File: config.mk
export PLATFORM = sky130hd
export DESIGN_NAME = rx_bit_timer_flat
export DESIGN_NICKNAME = d
export VERILOG_FILES = /design/src/rtl/rx_timer_pkg.sv /design/src/rtl/rx_bit_timer_if.sv /design/src/rtl/rx_phase_gen.sv /design/src/rtl/rx_bit_timer.sv /design/src/flat_wrapper.sv
export SDC_FILE = /design/constraint.sdc
export NUM_CORES = 1
export LEC_CHECK = 0
export ABC_AREA = 1
export CAP_MARGIN = 30
export CORE_AREA = 5 5 42 44
export CTS_CLUSTER_SIZE = 30
export DETAILED_ROUTE_END_ITERATION = 16
export DIE_AREA = 0 0 47 49
export DONT_BUFFER_PORTS = 1
export PLACE_DENSITY = 0.44
export REMOVE_ABC_BUFFERS = 1
export SLEW_MARGIN = 20
export SYNTH_ARGS = -nofsm -noshare
export SYNTH_HDL_FRONTEND = slang
export SYNTH_HIERARCHICAL = 1
export SYNTH_SLANG_ARGS = --single-unit
export TNS_END_PERCENT = 10
File: constraint.sdc
create_clock -name clk -period 4.1 [get_ports clk]
set_input_delay 1.23 -clock clk [delete_from_list [all_inputs] [get_ports clk]]
set_output_delay 1.23 -clock clk [all_outputs]
set_load 0.05 [all_outputs]
File: src/rtl/rx_timer_pkg.sv
// rx_timer_pkg: shared state encoding, stuff limit and width helpers for rx_bit_timer
package rx_timer_pkg;
    typedef enum logic [1:0] {IDLE, ACTIVE, STUFF} rx_state_t;
    localparam int STUFF_LIMIT = 6;
    function automatic int phase_w(input int clks_per_bit);
        return $clog2(clks_per_bit);
    endfunction
    function automatic int bit_w(input int bits_per_byte);
        return $clog2(bits_per_byte);
    endfunction
endpackage

File: src/rtl/rx_bit_timer_if.sv
// rx_bit_timer_if: edge/receive inputs and sample/byte strobes of rx_bit_timer
interface rx_bit_timer_if #(parameter int BIT_W = 3);
    logic d_edge, rcving, d_orig, shift_enable, byte_received, stuff_err;
    logic [BIT_W-1:0] bit_count;
    modport master (output d_edge, rcving, d_orig, input shift_enable, byte_received, bit_count, stuff_err);
    modport slave (input d_edge, rcving, d_orig, output shift_enable, byte_received, bit_count, stuff_err);
endinterface

File: src/rtl/rx_phase_gen.sv
// rx_phase_gen: bit phase counter resynchronised by data edges, with sample point strobe
module rx_phase_gen
    import rx_timer_pkg::*;
#(
    parameter int CLKS_PER_BIT = 8,
    parameter int SAMPLE_PT = 3,
    localparam int PW = phase_w(CLKS_PER_BIT)
) (
    input logic clk,
    input logic n_rst,
    input logic clr,
    input logic en,
    input logic d_edge,
    output logic [PW-1:0] phase,
    output logic sample_pt
);
    always_ff @(posedge clk or negedge n_rst)
        if (!n_rst) phase <= '0;
        else if (clr) phase <= '0;
        else if (en) phase <= (d_edge || phase == PW'(CLKS_PER_BIT - 1)) ? '0 : phase + PW'(1);
    assign sample_pt = phase == PW'(SAMPLE_PT);
endmodule

File: src/rtl/rx_bit_timer.sv
// rx_bit_timer: bit sample strobe and byte timing for the USB receiver; bit-stuff removal under RX_BIT_STUFF_EN
module rx_bit_timer
    import rx_timer_pkg::*;
#(
    parameter int CLKS_PER_BIT = 8,
    parameter int SAMPLE_PT = 3,
    parameter int BITS_PER_BYTE = 8
) (
    input logic clk,
    input logic n_rst,
    rx_bit_timer_if.slave bus
);
    localparam int PW = phase_w(CLKS_PER_BIT);
    localparam int BW = bit_w(BITS_PER_BYTE);
    rx_state_t state, next_state;
    logic [PW-1:0] phase;
    logic [BW-1:0] bit_count;
    logic sample_pt, shift_en, last_bit, byte_rcvd;
    rx_phase_gen #(.CLKS_PER_BIT(CLKS_PER_BIT), .SAMPLE_PT(SAMPLE_PT)) u_phase (
        .clk(clk),
        .n_rst(n_rst),
        .clr(!bus.rcving),
        .en(state != IDLE),
        .d_edge(bus.d_edge),
        .phase(phase),
        .sample_pt(sample_pt)
    );
    // rcving low is a synchronous clear, so no strobe may escape in that cycle
    assign shift_en = bus.rcving && state == ACTIVE && sample_pt;
    assign last_bit = bit_count == BW'(BITS_PER_BYTE - 1);
`ifdef RX_BIT_STUFF_EN
    logic [2:0] ones;
    logic stuff_pt, stuff_err;
    assign stuff_pt = bus.rcving && state == STUFF && sample_pt;
    always_ff @(posedge clk or negedge n_rst)
        if (!n_rst) begin
            ones <= '0;
            stuff_err <= 1'b0;
        end else begin
            stuff_err <= stuff_pt && bus.d_orig;
            if (!bus.rcving || stuff_pt) ones <= '0;
            else if (shift_en) ones <= bus.d_orig ? ones + 3'd1 : '0;
        end
    assign bus.stuff_err = stuff_err;
`else
    logic unused_d_orig;
    assign unused_d_orig = bus.d_orig;
    assign bus.stuff_err = 1'b0;
`endif
    always_ff @(posedge clk or negedge n_rst)
        if (!n_rst) state <= IDLE;
        else state <= next_state;
    always_comb begin
        next_state = state;
        if (!bus.rcving) next_state = IDLE;
        else if (state == IDLE) next_state = ACTIVE;
`ifdef RX_BIT_STUFF_EN
        else if (shift_en && bus.d_orig && ones == 3'(STUFF_LIMIT - 1)) next_state = STUFF;
        else if (stuff_pt) next_state = ACTIVE;
`endif
    end
    always_ff @(posedge clk or negedge n_rst)
        if (!n_rst) begin
            bit_count <= '0;
            byte_rcvd <= 1'b0;
        end else begin
            byte_rcvd <= shift_en && last_bit;
            if (!bus.rcving) bit_count <= '0;
            else if (shift_en) bit_count <= last_bit ? '0 : bit_count + BW'(1);
        end
    assign bus.shift_enable = shift_en;
    assign bus.byte_received = byte_rcvd;
    assign bus.bit_count = bit_count;
    sample_at_phase: assert property (@(posedge clk) disable iff (!n_rst) shift_en |-> phase == PW'(SAMPLE_PT));
endmodule

File: src/flat_wrapper.sv
// flat-port wrapper written by rule: the top's interface ports become plain ports
module rx_bit_timer_flat import rx_timer_pkg::*;
#(
    parameter int CLKS_PER_BIT = 8,
    parameter int SAMPLE_PT = 3,
    parameter int BITS_PER_BYTE = 8
)
  (clk, n_rst, bus_d_edge, bus_rcving, bus_d_orig, bus_shift_enable, bus_byte_received, bus_bit_count, bus_stuff_err);
  rx_bit_timer_if #(.BIT_W(bit_w(8))) bus_i ();
  input logic clk;
  input logic n_rst;
  input wire logic [$bits(bus_i.d_edge)-1:0] bus_d_edge;
  input wire logic [$bits(bus_i.rcving)-1:0] bus_rcving;
  input wire logic [$bits(bus_i.d_orig)-1:0] bus_d_orig;
  output wire logic [$bits(bus_i.shift_enable)-1:0] bus_shift_enable;
  output wire logic [$bits(bus_i.byte_received)-1:0] bus_byte_received;
  output wire logic [$bits(bus_i.bit_count)-1:0] bus_bit_count;
  output wire logic [$bits(bus_i.stuff_err)-1:0] bus_stuff_err;
  assign bus_i.d_edge = bus_d_edge;
  assign bus_i.rcving = bus_rcving;
  assign bus_i.d_orig = bus_d_orig;
  assign bus_shift_enable = bus_i.shift_enable;
  assign bus_byte_received = bus_i.byte_received;
  assign bus_bit_count = bus_i.bit_count;
  assign bus_stuff_err = bus_i.stuff_err;
  rx_bit_timer #(.CLKS_PER_BIT(CLKS_PER_BIT), .SAMPLE_PT(SAMPLE_PT), .BITS_PER_BYTE(BITS_PER_BYTE)) u_core (.clk(clk), .n_rst(n_rst), .bus(bus_i));
endmodule
After elaboration in Yosys (flattened, before gate mapping):

Cells that the tools add are included.

* output and inout bits: 6
* flip-flop bits (word level): 9

* $add $sub $neg: 2
* equal/unequal tests: 7
* reductions and logical operators: 6
* muxes and demuxes: 8

Operators with widths (number)
* 2-to-1 mux 3 bit: 6
* adder 3 x 1 -> 3 bit (second input constant): 2
* == test 3 bit (second input constant): 2
* inequality test 2 x 1 -> 1 bit (second input constant): 3
* 2-to-1 mux 2 bit: 2
* == test 3 x 2 -> 1 bit (second input constant): 1
* logical AND 1 bit: 3
* == test 2 x 1 -> 1 bit (second input constant): 1
* zero test 2 bit: 1
* nonzero test 2 bit: 1
* logical OR 1 bit: 1

Longest topological paths before layout:

Gate-level depths: netlist of the first run.

* depth in word-level cells: 5
* mapped depth: 7
* mapped depth without buffers: 7

Cells and area by module:

The synthesis of the first run kept the hierarchy.

Modules (own cells, without submodules)
* rx_bit_timer: seq. area each 125.1 µm², cells each 29, area each 245.2 µm², times used 1
* rx_phase_gen: seq. area each 75.1 µm², cells each 24, area each 183.9 µm², times used 1

Worst setup path before layout of the first run:

Ideal clock, no wire load.

* path type: input to output
* from: input port bus_rcving
* to: output port bus_shift_enable
* cell stages on the path: 2
* setup slack: 1.216 ns
* arrival time: 1.654 ns
* data required time: 2.870 ns
* path buffers: 0
* cell sequence: nand3_1 inv_1

* word-level cells in the longest chain between the ends: 2

Ends and longest elaborated chain
* from (decl): line flat_wrapper.sv:13 `input wire logic [$bits(bus_i.rcving)-1:0] bus_rcving;`
* logical AND 1 bit (2 in a row): line rx_bit_timer.sv:29 `assign shift_en = bus.rcving && state == ACTIVE && sample_pt;`
* to (decl): line flat_wrapper.sv:15 `output wire logic [$bits(bus_i.shift_enable)-1:0] bus_shift_enable;`

No other way between the ends.

Worst setup path after layout of the first run:

Ends and elaborated chain as after synthesis.

==> results of run 1 <==
layout by cell type (no fill, tap or decap), drive strengths merged:
master,instances
a21oi,1
clkbuf,3
conb,1
dfrtp,8
ha,5
inv,7
nand2,16
nand3,4
nand4,1
nor2,8
area by class of cell:
type | instances | area share
Clock buffer | 3 | 0.0489
Inverter | 7 | 0.0571
Multi-Input combinational cell | 36 | 0.416
Sequential cell | 8 | 0.435
Tap cell | 16 | 0.0435
registers in the layout, summed over array words and instances (netlist names):
name / flops
u_core/bus.bit_count: 3
u_core/bus.byte_received: 1
u_core/state: 1
u_core/u_phase/phase: 3
per-stage QoR:
stage	hold WS, ns	worst slack [ns]	total power [mW]	instance area (um^2)	cells
finish	0.489	1.18	0.151	460	70
global route	0.528	1.14	0.161	460	70
CTS	0.492	1.18	0.157	460	70
detailed placement	0.477	1.18	0.0914	438	67
global placement	0.478	1.18	0.0915	438	67
floorplan	0.453	1.22	0.0901	418	51
how the worst min path moves through the flow:
stage	start	end	slack (ns)	cells after the start
finish	u_core/u_phase/phase[1]	u_core/u_phase/phase[1]	0.49	2
global route	u_core/u_phase/phase[1]	u_core/u_phase/phase[1]	0.53	2
CTS	u_core/u_phase/phase[1]	u_core/u_phase/phase[1]	0.49	2
detailed placement	u_core/u_phase/phase[1]	u_core/u_phase/phase[1]	0.48	2
global placement	u_core/u_phase/phase[1]	u_core/u_phase/phase[1]	0.48	2
floorplan	u_core/u_phase/phase[1]	u_core/u_phase/phase[1]	0.45	2
kinds of logic after synthesis:
kind of cell | after synthesis | share of synthesized area
DFF | 8 | 0.466
buffers and inverters | 9 | 0.0874
other | 1 | 0.00874
and+or+nand+nor | 29 | 0.271
AOI/OAI and AO/OA | 1 | 0.0204
adders and majority gates | 5 | 0.146
power breakdown:
part | internal, mW | total [mW] | switching (mW)
logic | 0.00201 | 0.00781 | 0.00580
clock network | 0.0336 | 0.0614 | 0.0278
registers | 0.0804 | 0.0822 | 0.00177
worst register-to-register path: stages (launching register included):
cell,delay [ns]
dfrtp_1,0.37
ha_1,0.19
ha_1,0.21
nand3_1,0.13
inv_1,0.37
nand2_1,0.10
nand2_1,0.08
routing by layer:
metal	share of wire	GRT usage	up-vias	wire (um)
met5	0	0	-	0
met4	0.014	0.0276	0	10
met3	0.13	0.0627	2	96
met2	0.39	0.106	12	288
met1	0.46	0.0830	130	343
li1	-	-	163	-
==> results.cfg, run 1 <==
[final_layout]
n_antenna_cell = 0
syn2layout_area_growth_pct = 7.29
final_util = 0.329
final-seq-area_um2 = 200
multi_input_area_um2 = 191
final_nets = 66
fillers = 152
drive_above_1_share = 0.0926

[critical_path]
worstSetupPathType = in2out
slowest_stage = inv_1
reg2reg_slack_ns = 2.60
crit_buf_inv = 1
crit_family = buffers and inverters
path_cells = nand3_1 > inv_1
required_ns = 2.87
arrival_ns = 1.69
crit_start = bus_rcving
cp.depth = 2
r2r_start = u_core/u_phase/phase[0]
setup.worst_path.end_class = primary output
cp-start-kind = primary input
crit_path_max_incr_delay_ns = 0.37
r2r_end = u_core/bus.bit_count[2]
crit_end = bus_shift_enable
reg2reg_depth = 6
cp_max_fo = 5

[sta]
maxSlewHeadroom = 0.637
skew_ns = 0.00495
rsz0062_at_grt = no
hold_viol = 0
finalSetupTns_ns = 0
fin_crit_sh = 0.711
setup_viol = 0
finalCriticalPeriod_ns = 2.92
drv_slew = 0
fmax_ghz = 0.343
worstMarginPinSlew_ns = 0.545

[yosys]
synth_common_cells = nand2_1 (16), dfrtp_1 (8), nor2_1 (8)
ys_seq_area_frac = 0.466
yosysMostFrequentCell = nand2_1
syn-mean-instance-area_um2 = 8.10
synthesis.instances = 53
ys_warn_count = 6
ys_types = 12
synthArstFlopShare = 1.00
synthFlopType = dfrtp_1
yosysTopAreaCellShare = 0.466
synth_seq_cells = 8
synth_edf_count = 0
synth_top_area_cell = dfrtp_1
synth_area_leaders = dfrtp_1 (47%), ha_1 (15%), nand2_1 (14%)
netlist_area_um2 = 429

[clocking]
insertion_delay_ns = 0.26
cts.clk_slew.worst_paths_ns = 0.05
clk_path_buf_depth = 2
cts-root-buf = clkbuf_4
h-tree-depth = 1
postCtsSetupRepairBufs = 0
cts_resized = 0
cts.sink_count = 8
cts_buffers = 3
tritoncts = yes
cts_hold_buffers = 0

[floorplan]
dieArea_um2 = 2300
initial_core_util = 0.306
core_um2 = 1400
die_h_um = 49
die_w_um = 47
ios = 11
num_rows = 14

[job]
cap_violations = 0

[detailed_routing]
ant_nets = 0
firstDrtPassIters = 4
vias = 307
drt_iter0_drc = 4
drc = 0
finalWirelength_um = 740
via_per_inst = 4.39
wl_per_cell_um = 10.6

[placement]
dpl.hpwl_um = 561
io_buffers = 0
place.gp.congestion = 0.755

[power]
vdd_drop_max_uv = 202
p_leak_nw = 0.274
p_per_area_nw_per_um2 = 329

[global_routing]
antenna_found_initial = 0
first_global_vias = 301
grt-ovfl-total = 0
grt_pass1_wl_mm = 1.20
grt_max_degree = 9
grtUsageTotal = 0.0758

[status]
status = finished, final reports clean

[hold_path]
hp-class = reg2reg
No activity file was read; power rests on OpenSTA's default activity.
==> run 2, diff against run 1 <==
==> constraint.sdc (replaced) <==
create_clock -name clk -period 2.91 [get_ports clk]
set_input_delay 0.873 -clock clk [delete_from_list [all_inputs] [get_ports clk]]
set_output_delay 0.873 -clock clk [all_outputs]
set_load 0.05 [all_outputs]
==> run 2 against run 1 <==
Non-clock buffer count did not move. Clock skew fell by 0.0023 ns. Die area did not move. Clock-buffer cell count did not move. Sequential power rose by 41%. Final cell count did not move. Total power rose by 39%. Worst hold slack got worse by 0.18 ns. Cell area did not move. First-iteration DRC count fell by 25%. Core utilization did not move. Critical path type is now reg2out. Largest cell class unchanged.
==> results.cfg, run 2 (synthesis gave the netlist of run 1 again) <==
[clocking]
cts_resized = 0
postCtsSetupRepairBufs = 0
tritoncts = yes
cts_buffers = 3
insertion_delay_ns = 0.25
clk_path_buf_depth = 2
cts.clk_slew.worst_paths_ns = 0.05
cts_hold_buffers = 0
cts.sink_count = 8
cts-root-buf = clkbuf_4
h-tree-depth = 1

[floorplan]
dieArea_um2 = 2300
die_h_um = 49
core_um2 = 1400
ios = 11
die_w_um = 47
num_rows = 14
initial_core_util = 0.306

[critical_path]
reg2reg_depth = 6
cp_max_fo = 3
slowest_stage = dfrtp_1
path_cells = ha_1 > ha_1 > nand3_1 > inv_1
arrival_ns = 1.52
cpMostUsedCell = ha_1
required_ns = 2.04
setup.worst_path.end_class = primary output
worstSetupPathType = reg2out
crit_path_max_incr_delay_ns = 0.37
cp-start-kind = flip-flop

[job]
cap_violations = 0

[hold_path]
hp-class = in2async

[sta]
setup_viol = 0
fin_crit_sh = 0.823
whs_ns = 0.311
drv_slew = 0
hold_viol = 0
worstMarginPinSlew_ns = 0.564
finalSetupTns_ns = 0
finalCriticalPeriod_ns = 2.39
rsz0062_at_grt = no
fmax_ghz = 0.418
maxSlewHeadroom = 0.624
skew_ns = 0.00263

[status]
status = finished, final reports clean

[placement]
place_area_um2 = 438
dpl.cell_count = 67
io_buffers = 0
place.gp.congestion = 0.785
dpl.hpwl_um = 595

[final_layout]
final_nets = 66
final_common_cell = nand2_1
fillers = 148
stdcell_area_um2 = 460
drive_above_1_share = 0.0926
instances_no_fill = 70
reg_top3 = u_core/bus.bit_count x3, u_core/u_phase/phase x3
n_antenna_cell = 0
syn2layout_area_growth_pct = 7.29
most-common-layout-cells = nand2_1 (16), nor2_1 (8), dfrtp_1 (8)

[detailed_routing]
wl_per_cell_um = 11.2
drt_iter0_drc = 3
vias = 311
ant_nets = 0
via_per_inst = 4.44
firstDrtPassIters = 2
drc = 0
finalWirelength_um = 785

[power]
p_leak_nw = 0.274
vdd_drop_max_uv = 213
p_total_mw = 0.211
p_per_area_nw_per_um2 = 459

[global_routing]
grt_pass1_wl_mm = 1.30
first_global_vias = 292
grt_max_degree = 9
grtUsageTotal = 0.0843
antenna_found_initial = 0
grt-ovfl-total = 0
## run 2: cell counts in the layout (fill, tap and decap cells not counted)
No cell type changed its count.
## run 2: cell type report
type / instances / area (um^2) / area share
Sequential cell: 8 / 200 / 0.435
Inverter: 7 / 26.3 / 0.0571
Multi-Input combinational cell: 36 / 191 / 0.416
Clock buffer: 3 / 22.5 / 0.0489
Tap cell: 16 / 20.0 / 0.0435
## run 2: worst paths after layout
path | start | slack, ns | end
min | n_rst | 0.31 | u_core/state[0]
max reg2reg | u_core/u_phase/phase[0] | 1.40 | u_core/bus.bit_count[2]
min reg2reg | u_core/u_phase/phase[1] | 0.49 | u_core/u_phase/phase[1]
max | u_core/u_phase/phase[0] | 0.52 | bus_shift_enable
max in group asynchronous | n_rst | 2.53 | u_core/u_phase/phase[1]
min in group clk | u_core/u_phase/phase[1] | 0.49 | u_core/u_phase/phase[1]
## run 2: worst max-delay path: cells and delay by family (launching register included)
family | cells | cell delay (ns)
adders and majority gates | 2 | 0.41
buffers and inverters | 1 | 0.37
DFF | 1 | 0.37
and+or+nand+nor | 1 | 0.13
## run 2: routing by layer
| layer | share of wire | global-route usage |
|---|---|---|
| met1 | 0.45 | 0.0984 |
| met2 | 0.43 | 0.106 |
| met5 | 0 | 0 |
| met3 | 0.10 | 0.0590 |
| met4 | 0.018 | 0.0553 |
## run 2: report_power, final
part           switching, mW  internal [mW]
Sequential           0.00257          0.113
Combinational        0.00840        0.00291
Clock                 0.0368         0.0471
## run 2: metrics by stage
step	worst slack, ns	utilization
2_1_floorplan	0.740	-
3_3_place_gp	0.699	0.313
3_5_place_dp	0.700	0.313
4_1_cts	0.484	0.329
5_1_grt	0.365	0.329
6_report	0.515	0.329
==> run 3, diff against run 2 <==
--- a/config.mk
+++ b/config.mk
@@ -12,7 +12,7 @@
 export DETAILED_ROUTE_END_ITERATION = 16
 export DIE_AREA = 0 0 47 49
 export DONT_BUFFER_PORTS = 1
-export PLACE_DENSITY = 0.44
+export PLACE_DENSITY = 0.46
 export REMOVE_ABC_BUFFERS = 1
 export SLEW_MARGIN = 20
 export SYNTH_ARGS = -nofsm -noshare
==> constraint.sdc (replaced) <==
create_clock -name clk -period 2 [get_ports clk]
set_input_delay 0.6 -clock clk [delete_from_list [all_inputs] [get_ports clk]]
set_output_delay 0.6 -clock clk [all_outputs]
set_load 0.05 [all_outputs]
==> run 3 against run 2 <==
Clock power is 45% higher. Via count is 6.8% higher. Clock-buffer cell count stayed put. Worst hold slack worse by 0.27 ns. Non-clock buffer count is 4 higher. Final cell count is 5.7% higher. Die area stayed put. Critical path depth stayed put. Sequential power is 46% higher. Total power is 47% higher. Flip-flop and latch count stayed put. Critical endpoint unchanged.
==> results.cfg, run 3 (synthesis gave the netlist of run 1 again) <==
[critical_path]
reg2reg_depth = 7
arrival_ns = 1.34
crit_start = u_core/u_phase/phase[0]
required_ns = 1.40
r2r_start = u_core/bus.bit_count[0]
slowest_stage = dfrtp_1
cp_max_fo = 3
worstSetupPathType = reg2out
cp-start-kind = flip-flop
reg2reg_slack_ns = 0.54
r2r_end = u_core/bus.bit_count[1]
path_cells = ha_2 > ha_4 > nand3_4 > clkinvlp_4
crit_end = bus_shift_enable
setup.worst_path.end_class = primary output
crit_path_max_incr_delay_ns = 0.38

[placement]
io_buffers = 0
post-place-ws_ns = 0.150
dpl.hpwl_um = 582
dpl.cell_count = 68
place.gp.congestion = 0.732
place_area_um2 = 445

[sta]
worstMarginPinSlew_ns = 0.509
finalSetupTns_ns = 0
fin_crit_sh = 0.972
hold_viol = 0
drv_slew = 0
fmax_ghz = 0.514
setup_viol = 0
maxSlewHeadroom = 0.661
skew_ns = 0.00295
finalCriticalPeriod_ns = 1.94
rsz0062_at_grt = yes
layout_setup_ws_ns = 0.0561

[power]
vdd_drop_max_uv = 287
p_seq_frac = 0.544
p_per_area_nw_per_um2 = 595
clockPowerShare = 0.393
swShare = 0.229
p_sw_mw = 0.0710
cellInternalPower_mw = 0.240
p_total_mw = 0.311
comb_power_share = 0.063
p_leak_nw = 0.284

[detailed_routing]
wl_per_cell_um = 11.0
vias = 332
drt_iter0_drc = 2
drc = 0
ant_nets = 0
firstDrtPassIters = 3
finalWirelength_um = 817
via_per_inst = 4.49

[clocking]
insertion_delay_ns = 0.25
cts-root-buf = clkbuf_4
clk_path_buf_depth = 2
cts.sink_count = 8
cts.clk_slew.worst_paths_ns = 0.05
cts_buffers = 3
h-tree-depth = 1
tritoncts = yes
cts_hold_buffers = 0

[global_routing]
grtUsageTotal = 0.0849
antenna_found_initial = 0
grt-ovfl-total = 0
grt_max_degree = 9
grt_pass1_wl_mm = 1.37
first_global_vias = 345

[final_layout]
stdcell_area_um2 = 522
final_nets = 70
final_common_cell = nand2_1
n_antenna_cell = 0
reg_top3 = u_core/bus.bit_count x3, u_core/u_phase/phase x3
most-common-layout-cells = nand2_1 (16), nor2_1 (8), dfrtp_1 (8)
drive_above_1_share = 0.224
multi_input_area_um2 = 219
final-seq-area_um2 = 200
instances_no_fill = 74
fillers = 155
syn2layout_area_growth_pct = 21.6

[floorplan]
core_um2 = 1400
dieArea_um2 = 2300
die_h_um = 49
initial_core_util = 0.306
ios = 11
num_rows = 14
die_w_um = 47

[hold_path]
hp-class = in2async

[job]
cap_violations = 0

[status]
status = finished, final reports clean
## run 3: cell count changes in the layout (fill, tap and decap cells not counted), sizes merged
cell      delta
inv          -1
clkinvlp     +1
buf          +4
## run 3: worst max-delay path: cells and delay by family (launching register included)
family / cells / cell delay (ns)
adder cells (fa/ha/maj): 2 / 0.38
buffers and inverters: 1 / 0.25
flip-flops: 1 / 0.38
AND/OR/NAND/NOR: 1 / 0.07
## run 3: timing repair
item,in CTS,in global routing
cloned,0,0
endpoints found under the setup margin,1,1
pin swaps,0,2
gates resized for setup,6,0
setup buffers,1,2
## run 3: area by class of cell
class / count / area share
Clock buffer: 3 / 0.0432
Inverter: 7 / 0.0576
Multi-Input combinational cell: 36 / 0.420
Sequential cell: 8 / 0.384
Tap cell: 16 / 0.0384
Timing Repair Buffer: 4 / 0.0576
## run 3: power groups by stage
stage	Sequential, mW	Clock, mW	Combinational [mW]
4_1_cts	0.169	0.133	0.0188
5_1_grt	0.169	0.138	0.0222
3_5_place_dp	0.171	0	0.0162
6_report	0.169	0.122	0.0194
2_1_floorplan	0.171	0	0.0141
3_3_place_gp	0.171	0	0.0164
## run 3: per-layer routing
metal | up-vias | share of wire | GRT usage
li1 | 173 | - | -
met1 | 145 | 0.44 | 0.0982
met2 | 12 | 0.46 | 0.118
met3 | 2 | 0.095 | 0.0554
met4 | 0 | 0.0098 | 0.0415
met5 | - | 0 | 0
## run 3: through the flow
| stage | utilization | hold slack, ns |
|---|---|---|
| CTS | 0.362 | 0.0228 |
| floorplan | - | 0.304 |
| detailed placement | 0.318 | 0.305 |
| finish | 0.372 | 0.0381 |
| global placement | 0.318 | 0.305 |
| global route | 0.372 | 0.0153 |
## run 3: worst min path at each step
stage	end	slack, ns	cells after the start
3_3_place_gp	u_core/bus.bit_count[2]	0.30	0
6_report	u_core/u_phase/phase[2]	0.04	0
3_5_place_dp	u_core/bus.bit_count[2]	0.30	0
5_1_grt	u_core/u_phase/phase[2]	0.02	0
4_1_cts	u_core/u_phase/phase[2]	0.02	0
2_1_floorplan	u_core/bus.bit_count[0]	0.30	0
